[src/rtl/pwm_duty_ctrl.sv]
// Duty-value source for the 8-bit PWM generator: debounced manual stepping or triangle "breathe" ramp,
// with the duty output updated only on PWM period boundaries.
module pwm_duty_ctrl #(
    parameter int WIDTH      = 8,
    parameter int STEP       = 16,
    parameter int DEB_CYCLES = 20,
    parameter int HOLD       = 4
) (
    input  logic             clk,
    input  logic             rst,
    input  logic             key_up,
    input  logic             key_down,
    input  logic             mode,
    input  logic             period_tick,
    output logic [WIDTH-1:0] duty,
    output logic             duty_valid,
    output logic             dir
);

    localparam logic [WIDTH-1:0] MAX       = {WIDTH{1'b1}};
    localparam logic [WIDTH-1:0] STEP_V    = WIDTH'(STEP);
    localparam int               DEB_W     = $clog2(DEB_CYCLES + 1);
    localparam logic [DEB_W-1:0] DEB_LAST  = DEB_W'(DEB_CYCLES - 1);
    localparam int               HOLD_W    = (HOLD > 1) ? $clog2(HOLD) : 1;
    localparam logic [HOLD_W-1:0] HOLD_LAST = HOLD_W'(HOLD - 1);

    function automatic logic [WIDTH-1:0] sat_up(input logic [WIDTH-1:0] v);
        return (v > MAX - STEP_V) ? MAX : v + STEP_V;
    endfunction

    function automatic logic [WIDTH-1:0] sat_down(input logic [WIDTH-1:0] v);
        return (v < STEP_V) ? '0 : v - STEP_V;
    endfunction

    // Key index 0 = up, 1 = down
    logic [1:0]            raw_keys;
    logic [1:0]            sync1_q, sync2_q;
    logic [1:0]            deb_q, deb_d;
    logic [1:0]            press_q, press_d;
    logic [1:0][DEB_W-1:0] cnt_q, cnt_d;

    assign raw_keys = {key_down, key_up};

    // A level is accepted only after DEB_CYCLES consecutive disagreeing samples.
    always_comb begin
        deb_d   = deb_q;
        press_d = '0;
        cnt_d   = '0;
        for (int k = 0; k < 2; k++) begin
            if (sync2_q[k] != deb_q[k]) begin
                if (cnt_q[k] == DEB_LAST) begin
                    deb_d[k]   = sync2_q[k];
                    press_d[k] = sync2_q[k];
                end else begin
                    cnt_d[k] = cnt_q[k] + DEB_W'(1);
                end
            end
        end
    end

    always_ff @(posedge clk) begin
        if (rst) begin
            sync1_q <= '0;
            sync2_q <= '0;
            deb_q   <= '0;
            press_q <= '0;
            cnt_q   <= '0;
        end else begin
            sync1_q <= raw_keys;
            sync2_q <= sync1_q;
            deb_q   <= deb_d;
            press_q <= press_d;
            cnt_q   <= cnt_d;
        end
    end

    logic [WIDTH-1:0]  duty_q, duty_d;
    logic [WIDTH-1:0]  target_q, target_d;
    logic              dir_q, dir_d;
    logic [HOLD_W-1:0] hold_q, hold_d;
    logic              valid_q, valid_d;
    logic              mode_q;
    logic              up_press, down_press;
    logic [WIDTH-1:0]  stepped;

    assign up_press   = press_q[0] & ~press_q[1];
    assign down_press = press_q[1] & ~press_q[0];
    assign stepped    = dir_q ? sat_up(target_q) : sat_down(target_q);

    always_comb begin
        duty_d   = duty_q;
        target_d = target_q;
        dir_d    = dir_q;
        hold_d   = hold_q;
        if (mode != mode_q) begin
            // Restart cleanly from whatever the PWM is currently showing.
            hold_d   = '0;
            dir_d    = 1'b1;
            target_d = duty_q;
        end else if (!mode_q) begin
            if (up_press) begin
                target_d = sat_up(target_q);
            end else if (down_press) begin
                target_d = sat_down(target_q);
            end
            if (period_tick) begin
                duty_d = target_q;
            end
        end else if (period_tick) begin
            if (hold_q != HOLD_LAST) begin
                hold_d = hold_q + HOLD_W'(1);
            end else begin
                hold_d   = '0;
                target_d = stepped;
                duty_d   = stepped;
                if (dir_q && stepped == MAX) begin
                    dir_d = 1'b0;
                end else if (!dir_q && stepped == '0) begin
                    dir_d = 1'b1;
                end
            end
        end
        valid_d = (duty_d != duty_q);
    end

    always_ff @(posedge clk) begin
        if (rst) begin
            duty_q   <= '0;
            target_q <= '0;
            dir_q    <= 1'b1;
            hold_q   <= '0;
            valid_q  <= 1'b0;
            mode_q   <= mode;
        end else begin
            duty_q   <= duty_d;
            target_q <= target_d;
            dir_q    <= dir_d;
            hold_q   <= hold_d;
            valid_q  <= valid_d;
            mode_q   <= mode;
        end
    end

    assign duty       = duty_q;
    assign duty_valid = valid_q;
    assign dir        = dir_q;

endmodule

[config.mk]
export PLATFORM = sky130hd
export DESIGN_NAME = pwm_duty_ctrl
export DESIGN_NICKNAME = d
export VERILOG_FILES = /design/src/rtl/pwm_duty_ctrl.sv
export SDC_FILE = /design/constraint.sdc
export NUM_CORES = 1
export LEC_CHECK = 0
export ABC_AREA = 1
export CAP_MARGIN = 20
export CELL_PAD_IN_SITES_DETAIL_PLACEMENT = 0
export CELL_PAD_IN_SITES_GLOBAL_PLACEMENT = 1
export CORE_ASPECT_RATIO = 0.5
export CORE_MARGIN = 2
export CORE_UTILIZATION = 43
export DETAILED_ROUTE_END_ITERATION = 7
export PLACE_DENSITY = 0.88
export REMOVE_ABC_BUFFERS = 1
export SLEW_MARGIN = 40
export SYNTH_ARGS = -nofsm -noshare
export SYNTH_HDL_FRONTEND = slang
export SYNTH_SLANG_ARGS = --single-unit
[constraint.sdc]
create_clock -name clk -period 2.3 [get_ports clk]
set_input_delay 0.46 -clock clk [delete_from_list [all_inputs] [get_ports clk]]
set_output_delay 0.46 -clock clk [all_outputs]
set_load 0.05 [all_outputs]
# [Yosys cells after proc, flatten, opt, wreduce, memory -nomap -nowiden]
# Index checks and enable logic that the tools add are counted.
[word_totals] register_bits=39 in_bits=6 output_inout_bits=10 elab_cells=73
[classes] add_sub_neg=5 order_cmp=2 eq_ne=10 mux=17 bitwise_logic=9 n_reduce_logical=16
[op_table] op="$mux 8" n=14
[op_table] op="$reduce_or 3->1" n=4
[op_table] op="$add 5x1->5 const B" n=2
[op_table] op="$eq 5x5->1 const B" n=2
[op_table] op="$add 8x5->8 const B" n=1
[op_table] op="$eq 8x8->1 const B" n=1
[op_table] op="$gt 8x8->1 const B" n=1
[op_table] op="$logic_not 8->1" n=1
[op_table] op="$lt 8x5->1 const B" n=1
[op_table] op="$ne 8x8->1" n=1
[op_table] op="$sub 8x5->8 const B" n=1
[op_table] op="$not 1->1" n=7
[op_table] op="$reduce_and 2->1" n=3
[op_table] op="$reduce_and 4->1" n=1
[op_table] op="$reduce_bool 4->1" n=1
[op_table] op="$ne 1x1->1" n=3
[op_table] op="$ne 3x2->1 const B" n=1
[op_table] op="$ne 3x3->1 const B" n=1
[op_table] op="$reduce_and 3->1" n=1
[op_table] op="$add 2x1->2 const B" n=1
[op_table] op="$and 1x1->1" n=2
[op_table] op="$logic_and 1x1->1" n=2
[op_table] op="$mux 1" n=2
[op_table] op="$mux 2" n=1
[op_table] op="4 further kinds" n=4

# [Depth between registers and ports, before layout]
# Gate-level depths: netlist of the first run.
[depth] depth_word=8 mapped_depth=15 depth_no_buf=15

# [Worst setup path before layout of the first run]
# OpenSTA, ideal clock, no wires.
[synth_timing] path_kind="register to register" from="register target_q[4]" to="register valid_q (netlist: duty_valid)" setup_ps=112 arrival_time_ps=1730 required_ps=2188 path_slack_ps=459 stages_incl_launch_ff=15 n_path_buf=0 cell_sequence="dfxtp_1 inv_1 ha_1 nand3_4 nand2_1 nand2_2 nand2_1 nand2_1 nand3_2 nand3_1 nand2_1 nor2_2 nand3_2 nor2_1 nor2_1"
[synth_via] elab_chain_len=8 elab_cells_between_ends=13 cone_classes="2 x add/sub; 2 x order compare; 1 x eq/ne; 8 x mux"
[synth_rtl] item="from (decl)" line="78" rtl="logic [WIDTH-1:0] target_q, target_d;"
[synth_rtl] item="from (signal assigned)" line="136" rtl="target_q <= target_d;"
[synth_rtl] item="$sub 8x5->8, or another cell as far along" line="32" rtl="return (v < STEP_V) ? '0 : v - STEP_V;"
[synth_rtl] item="$mux 8, on equally long branches" line="32, 28"
[synth_rtl] item="$mux 8" line="88" rtl="assign stepped = dir_q ? sat_up(target_q) : sat_down(target_q);"
[synth_rtl] item="$mux 8" line="110" rtl="if (hold_q != HOLD_LAST) begin"
[synth_rtl] item="$mux 8" line="109" rtl="end else if (period_tick) begin"
[synth_rtl] item="$mux 8 *" line="100" rtl="end else if (!mode_q) begin"
[synth_rtl] item="$mux 8 *" line="95" rtl="if (mode != mode_q) begin"
[synth_rtl] item="$ne 8x8->1 *" line="123" rtl="valid_d = (duty_d != duty_q);"
[synth_rtl] item="to (signal assigned)" line="139" rtl="valid_q <= valid_d;"
[synth_rtl] item="to (decl)" line="81" rtl="logic valid_q, valid_d;"
# Every way passes the cells marked *; elsewhere a longest branch is shown, timed or not.
# A chain may end at the register's enable or synchronous reset.

# [Final worst setup path of the first run]
# Ends and elaborated chain as after synthesis.

==> flow_summary.yaml, run 1 <==
cells_and_area:
  final_cell_mix: "nand2_1, a21oi_1, dfxtp_1, inv_1, nor2_1"
  antenna_cells: 0
  fin_area_mm2: 0.00289
  final_util: 0.521
  area_growth_pct: 15.8
  drive_above_1_share: 0.133
  final_common_cell: "nand2_1"
  fin_nets: 395
timing:
  worst_slew_pin_slew_ns: 0.495
  period_needed_ns: 2.06
  slew_headroom: 0.669
  drv_slew: 0
  hold_violations: 0
  setup_tns_ns: 0
  fmax_ghz: 0.485
  period_share: 0.897
  rsz0062_at_grt: "false"
  fin_skew_ns: 0.00494
  finalSetupViolCount: 0
  hold_ws_ns: 0.401
floorplanning:
  coreArea_mm2: 0.00554
  ioPinCount: 16
  die_x_um: 112
  fp.dieArea_mm2: 0.00646
  start_util: 0.450
  die_y_um: 57.8
  rows: 19
synth:
  synth_top_flop_cell: "dfxtp_1"
  synth_edf_count: 0
  synth_top_area_share: 0.313
  async_reset_ff_frac: 0
  netlist_area_mm2: 0.00249
  synth_cells: 362
  syn_avg_cell_area_um2: 6.89
  synthDistinctLibCells: 38
  synthDominantAreaCellType: "dfxtp_1"
  yosys_warnings: 0
  yosysSeqAreaShare: 0.313
  synthTopCellsByArea: "dfxtp_1, nand2_1, a21oi_1, inv_1, nor2_1"
  ys_ff_latch: 39
placed_design:
  place.gp.congestion: 0.946
  portBuffers: 15
  placed_area_mm2: 0.00272
  dp_hpwl_um: 4710
clock_network:
  clkSinkCount: 39
  clk_pin_slew_ns: 0.06
  ctsResizeCount: 0
  postCtsSetupBuffers: 0
  clk_latency_ns: 0.28
  htree_num_levels: 2
  cts_tree: "yes"
  cts_buffer_depth: 2
  numCtsBuffers: 5
  cts_root_buf: "clkbuf_16"
  cts_hold_buf: 0
routing:
  ant_nets: 0
  vias_per_cell: 5.34
  drc: 0
  vias: 2437
  wl_per_cell_um: 13.8
  routed_wl_um: 6270
  drtIter0Drc: 223
  drt_pre_antenna_iters: 4
critical_path:
  critical_path_class: "reg -> reg"
  startpoint_type: "flop"
  worstPathArrival_ns: 2.23
  cp_max_fo: 8
  cp.required_ns: 2.46
  cp-end-kind: "flop"
  r2r_slack_ns: 0.24
grt:
  grt_pass1_vias: 2249
  gr-usage-met3: 0.0429
  grt.busiest_layer: "met2"
  globalRouteMet2Util: 0.337
  track_usage: 0.207
  gr-total-overflow: 0
  antenna_found_initial: 0
  grt_max_degree: 21
  grt.met1_usage: 0.291
  grt_pass1_wl_um: 10800
run:
  max_cap_viol_count: 0
worst_hold_path:
  holdCritPathClass: "reg -> reg"
power:
  peakVddDrop_mv: 0.435
  p_leak_nw: 1.24
  power.density_mw_per_mm2: 665
run_status:
  outcome: "completed"
-- cell families (layout without fill, tap and decap cells) --
group / after synthesis / after routing / synth area share
fa+ha+maj: 7 / 7 / 0.0351
flops: 39 / 39 / 0.313
buf+inv: 52 / 73 / 0.106
compound gates: 77 / 77 / 0.172
xor+xnor: 8 / 8 / 0.0281
simple gates: 179 / 179 / 0.345
-- state kept, by name, indices dropped and copies added (netlist names) --
register / flops
hold_q: 2
duty: 8
duty_valid: 1
dir: 1
sync2_q: 2
sync1_q: 2
target_q: 8
mode_q: 1
deb_q: 2
cnt_q: 10
press_q: 2
-- routing by layer --
| layer | vias to the layer above | wire length (um) |
|---|---|---|
| met2 | 64 | 2790 |
| met3 | 2 | 385 |
| li1 | 1252 | - |
| met5 | - | 0 |
| met1 | 1119 | 3060 |
| met4 | 0 | 27 |
-- per-stage QoR --
step	power [mW]	cells	setup slack [ns]
2_1_floorplan	1.07	350	0.178
3_3_place_gp	1.21	448	0.0262
3_5_place_dp	1.21	448	0.0249
4_1_cts	1.93	456	0.154
5_1_grt	2.03	456	0.0390
6_report	1.92	456	0.236
-- Yosys cell counts, drive strengths merged, types with 2 or more instances --
| cell | instances |
|---|---|
| xnor2 | 2 |
| clkbuf | 4 |
| inv | 38 |
| nand2 | 96 |
| a31oi | 8 |
| nor3 | 3 |
| nor4 | 2 |
| o31ai | 2 |
| nand4 | 7 |
| dfxtp | 39 |
| a211oi | 2 |
| o21ai | 21 |
| a21oi | 40 |
| xor2 | 6 |
| o211ai | 2 |
| ha | 7 |
| nor2 | 34 |
| buf | 8 |
| nand3 | 34 |
-- cell type report --
cell class	instances	area, um^2
Multi-Input combinational cell	271	1450
Inverter	40	164
Tap cell	73	91.3
Clock buffer	6	139
Sequential cell	39	783
Timing Repair Buffer	25	238
Fill cell	572	2650
Clock inverter	2	16.3
-- worst paths after layout --
path	startpoint	end	cells after the start
min	sync1_q[1]$_SDFF_PP0_	sync2_q[1]$_SDFF_PP0_	2
max	target_q[4]$_SDFFE_PP0P_	duty_valid$_SDFF_PP0_	15
min reg2reg	sync1_q[1]$_SDFF_PP0_	sync2_q[1]$_SDFF_PP0_	2
max reg2reg	target_q[4]$_SDFFE_PP0P_	duty_valid$_SDFF_PP0_	15
-- critical path: stages, from the launching register on --
cell and delay (ns):
dfxtp_2 0.38, inv_1 0.13, ha_1 0.19, nand3_1 0.12, o21ai_4 0.21, nand3_1 0.09, nand2_1 0.14, nand2_1 0.08
nand2_1 0.09, nand2_1 0.07, nand3_1 0.08, nand2_1 0.06, nor2_1 0.11, nand2_1 0.07, nor2_1 0.08, nor2_1 0.04
-- where the power goes --
part	switching (mW)	total, mW	internal [mW]
clock network	0.278	0.711	0.433
registers	0.0494	0.761	0.711
logic	0.284	0.446	0.162
(Power assumes the default switching activity.)
==> run 2, diff against run 1 <==
--- a/config.mk
+++ b/config.mk
@@ -13,9 +13,9 @@
 export CORE_MARGIN = 2
 export CORE_UTILIZATION = 43
 export DETAILED_ROUTE_END_ITERATION = 7
+export MAX_ROUTING_LAYER = met4
 export PLACE_DENSITY = 0.88
 export REMOVE_ABC_BUFFERS = 1
-export SLEW_MARGIN = 40
 export SYNTH_ARGS = -nofsm -noshare
 export SYNTH_HDL_FRONTEND = slang
 export SYNTH_SLANG_ARGS = --single-unit
==> flow_summary.yaml, run 2 (synthesized netlist as in run 1, its figures left out) <==
run_status:
  outcome: "completed"
cells_and_area:
  fin_nets: 396
  largest_reg_flops: 10
  antenna_cells: 0
  top_register: "cnt_q"
  drive_above_1_share: 0.130
  final_cell_mix: "nand2_1, a21oi_1, dfxtp_1, inv_1, nor2_1"
  area_growth_pct: 17.4
  fin_area_mm2: 0.00293
  final_common_cell: "nand2_1"
  fillers: 548
timing:
  fin_skew_ns: 0.00419
  rsz0062_at_grt: "false"
  finalSetupViolCount: 0
  drv_slew: 0
  slew_headroom: 0.660
  fmax_ghz: 0.489
  setup_slack_ns: 0.255
  hold_violations: 0
  period_share: 0.889
  setup_tns_ns: 0
  period_needed_ns: 2.04
  hold_ws_ns: 0.400
  worst_slew_pin_slew_ns: 0.509
critical_path:
  crit_cells: 15
  critPathSlowestCell: "dfxtp_1"
  crit_buf_inv: 1
  cp.required_ns: 2.48
  startpoint_type: "flop"
  rr_worst_depth: 15
  path_cells: "inv_1 -> ha_1 -> nand3_1 -> o21ai_4 -> nand3_1 -> nand2_1 -> nand2_1 -> nand2_1 -> nand2_1 -> nand3_1 -> nand2_1 -> nor2_1 -> nand2_1 -> nor2_1 -> nor2_1"
  crit_top_cell: "nand2_1"
  cp_max_fo: 5
  cp-end-kind: "flop"
  path_delay_family: "simple AND/OR/NAND/NOR gates"
  endpoint: "duty_valid$_SDFF_PP0_"
  max_stage_delay_ns: 0.37
  r2r_end: "duty_valid$_SDFF_PP0_"
  r2r_slack_ns: 0.26
  worstPathArrival_ns: 2.22
  r2r_start: "target_q[4]$_SDFFE_PP0P_"
  setup.worst_path.start: "target_q[4]$_SDFFE_PP0P_"
  critical_path_class: "reg -> reg"
power:
  p_comb_frac: 0.224
  p_leak_nw: 1.26
  p_int_mw: 1.43
  seqPwrFrac: 0.366
  p_sw_frac: 0.309
  peakVddDrop_mv: 0.435
  p_clk_frac: 0.410
  power.density_mw_per_mm2: 705
  p_sw_mw: 0.636
grt:
  track_usage: 0.217
  gr-total-overflow: 0
  antenna_found_initial: 0
  grt_max_degree: 20
  grt_pass1_wl_um: 10800
  grt_pass1_vias: 2286
routing:
  ant_nets: 0
  wl_per_cell_um: 14.2
  drc: 0
  vias_per_cell: 5.41
  vias: 2473
  drt_pre_antenna_iters: 5
  drtIter0Drc: 246
  routed_wl_um: 6470
placed_design:
  portBuffers: 15
  placed_area_mm2: 0.00274
  place.gp.congestion: 0.972
  dp_hpwl_um: 4740
  place_ws_ns: 0.0305
floorplanning:
  ioPinCount: 16
  coreArea_mm2: 0.00554
  rows: 19
  die_x_um: 112
  start_util: 0.450
  die_y_um: 57.8
  fp.dieArea_mm2: 0.00646
clock_network:
  cts_hold_buf: 0
  cts_buffer_depth: 2
  htree_num_levels: 2
  numCtsBuffers: 5
  cts_tree: "yes"
  clk_latency_ns: 0.29
  cts_root_buf: "clkbuf_16"
  clkSinkCount: 39
  postCtsSetupBuffers: 0
  clk_pin_slew_ns: 0.06
run:
  max_cap_viol_count: 0
worst_hold_path:
  holdCritPathClass: "reg -> reg"
==> run 2: cell types whose count changed in the layout (fill, tap and decap cells not counted), sizes merged <==
| cell | previous run | this run |
|---|---|---|
| buf | 10 | 11 |
| bufinv | 1 | 2 |
| clkinv | 2 | 1 |
| clkinvlp | 1 | 0 |
| inv | 38 | 39 |
==> run 2: worst min path at each step <==
| stage | start | end | depth (start not counted) |
|---|---|---|---|
| CTS | sync1_q[1]$_SDFF_PP0_ | sync2_q[1]$_SDFF_PP0_ | 2 |
| detailed placement | sync1_q[1]$_SDFF_PP0_ | sync2_q[1]$_SDFF_PP0_ | 2 |
| global placement | sync1_q[1]$_SDFF_PP0_ | sync2_q[1]$_SDFF_PP0_ | 2 |
| floorplan | sync1_q[0]$_SDFF_PP0_ | sync2_q[0]$_SDFF_PP0_ | 2 |
| finish | sync1_q[1]$_SDFF_PP0_ | sync2_q[1]$_SDFF_PP0_ | 2 |
| global route | sync1_q[0]$_SDFF_PP0_ | sync2_q[0]$_SDFF_PP0_ | 2 |
==> run 2: through the flow <==
stage                     power (mW)   util  cells
after floorplan                 1.07      -    350
after global placement          1.22  0.495    449
after detailed placement        1.22  0.495    449
after CTS                       2.07  0.527    457
after global routing            2.16  0.528    457
final                           2.06  0.528    457
==> run 2: worst min-delay path, delay by kind of cell (launching register included) <==
family / cells / cell delay [ns]
buffers and inverters: 1 / 0.04
flip-flops: 1 / 0.29
AND/OR/NAND/NOR: 1 / 0.03
==> run 2: per-layer routing <==
layer	track usage	vias up	share of wire
li1	-	1256	-
met1	0.274	1140	0.47
met2	0.351	70	0.46
met3	0.0533	7	0.060
met4	0.0670	0	0.0082
met5	-	-	0
==> run 2: final cells by class <==
type                    instances  area (um^2)  area share
well taps                      73         91.3      0.0312
repair buffers                 26          258      0.0881
multi-input cells             271         1450       0.497
flip-flops and latches         39          781       0.267
clock buffers                   6          139      0.0475
inverters                      40          164      0.0560
clock inverters                 2         38.8      0.0133
==> run 2: power by group through the flow <==
stage	combinational, mW	sequential (mW)	clock [mW]
after global placement	0.449	0.768	0
after detailed placement	0.456	0.769	0
after floorplan	0.268	0.804	0
final	0.462	0.755	0.844
after CTS	0.457	0.754	0.859
after global routing	0.512	0.759	0.887
==> run 2: what timing repair did <==
item                                    in CTS  in global routing
gates resized for setup                      0                  1
endpoints found under the setup margin       0                  1
hold endpoints to repair                     0                  0
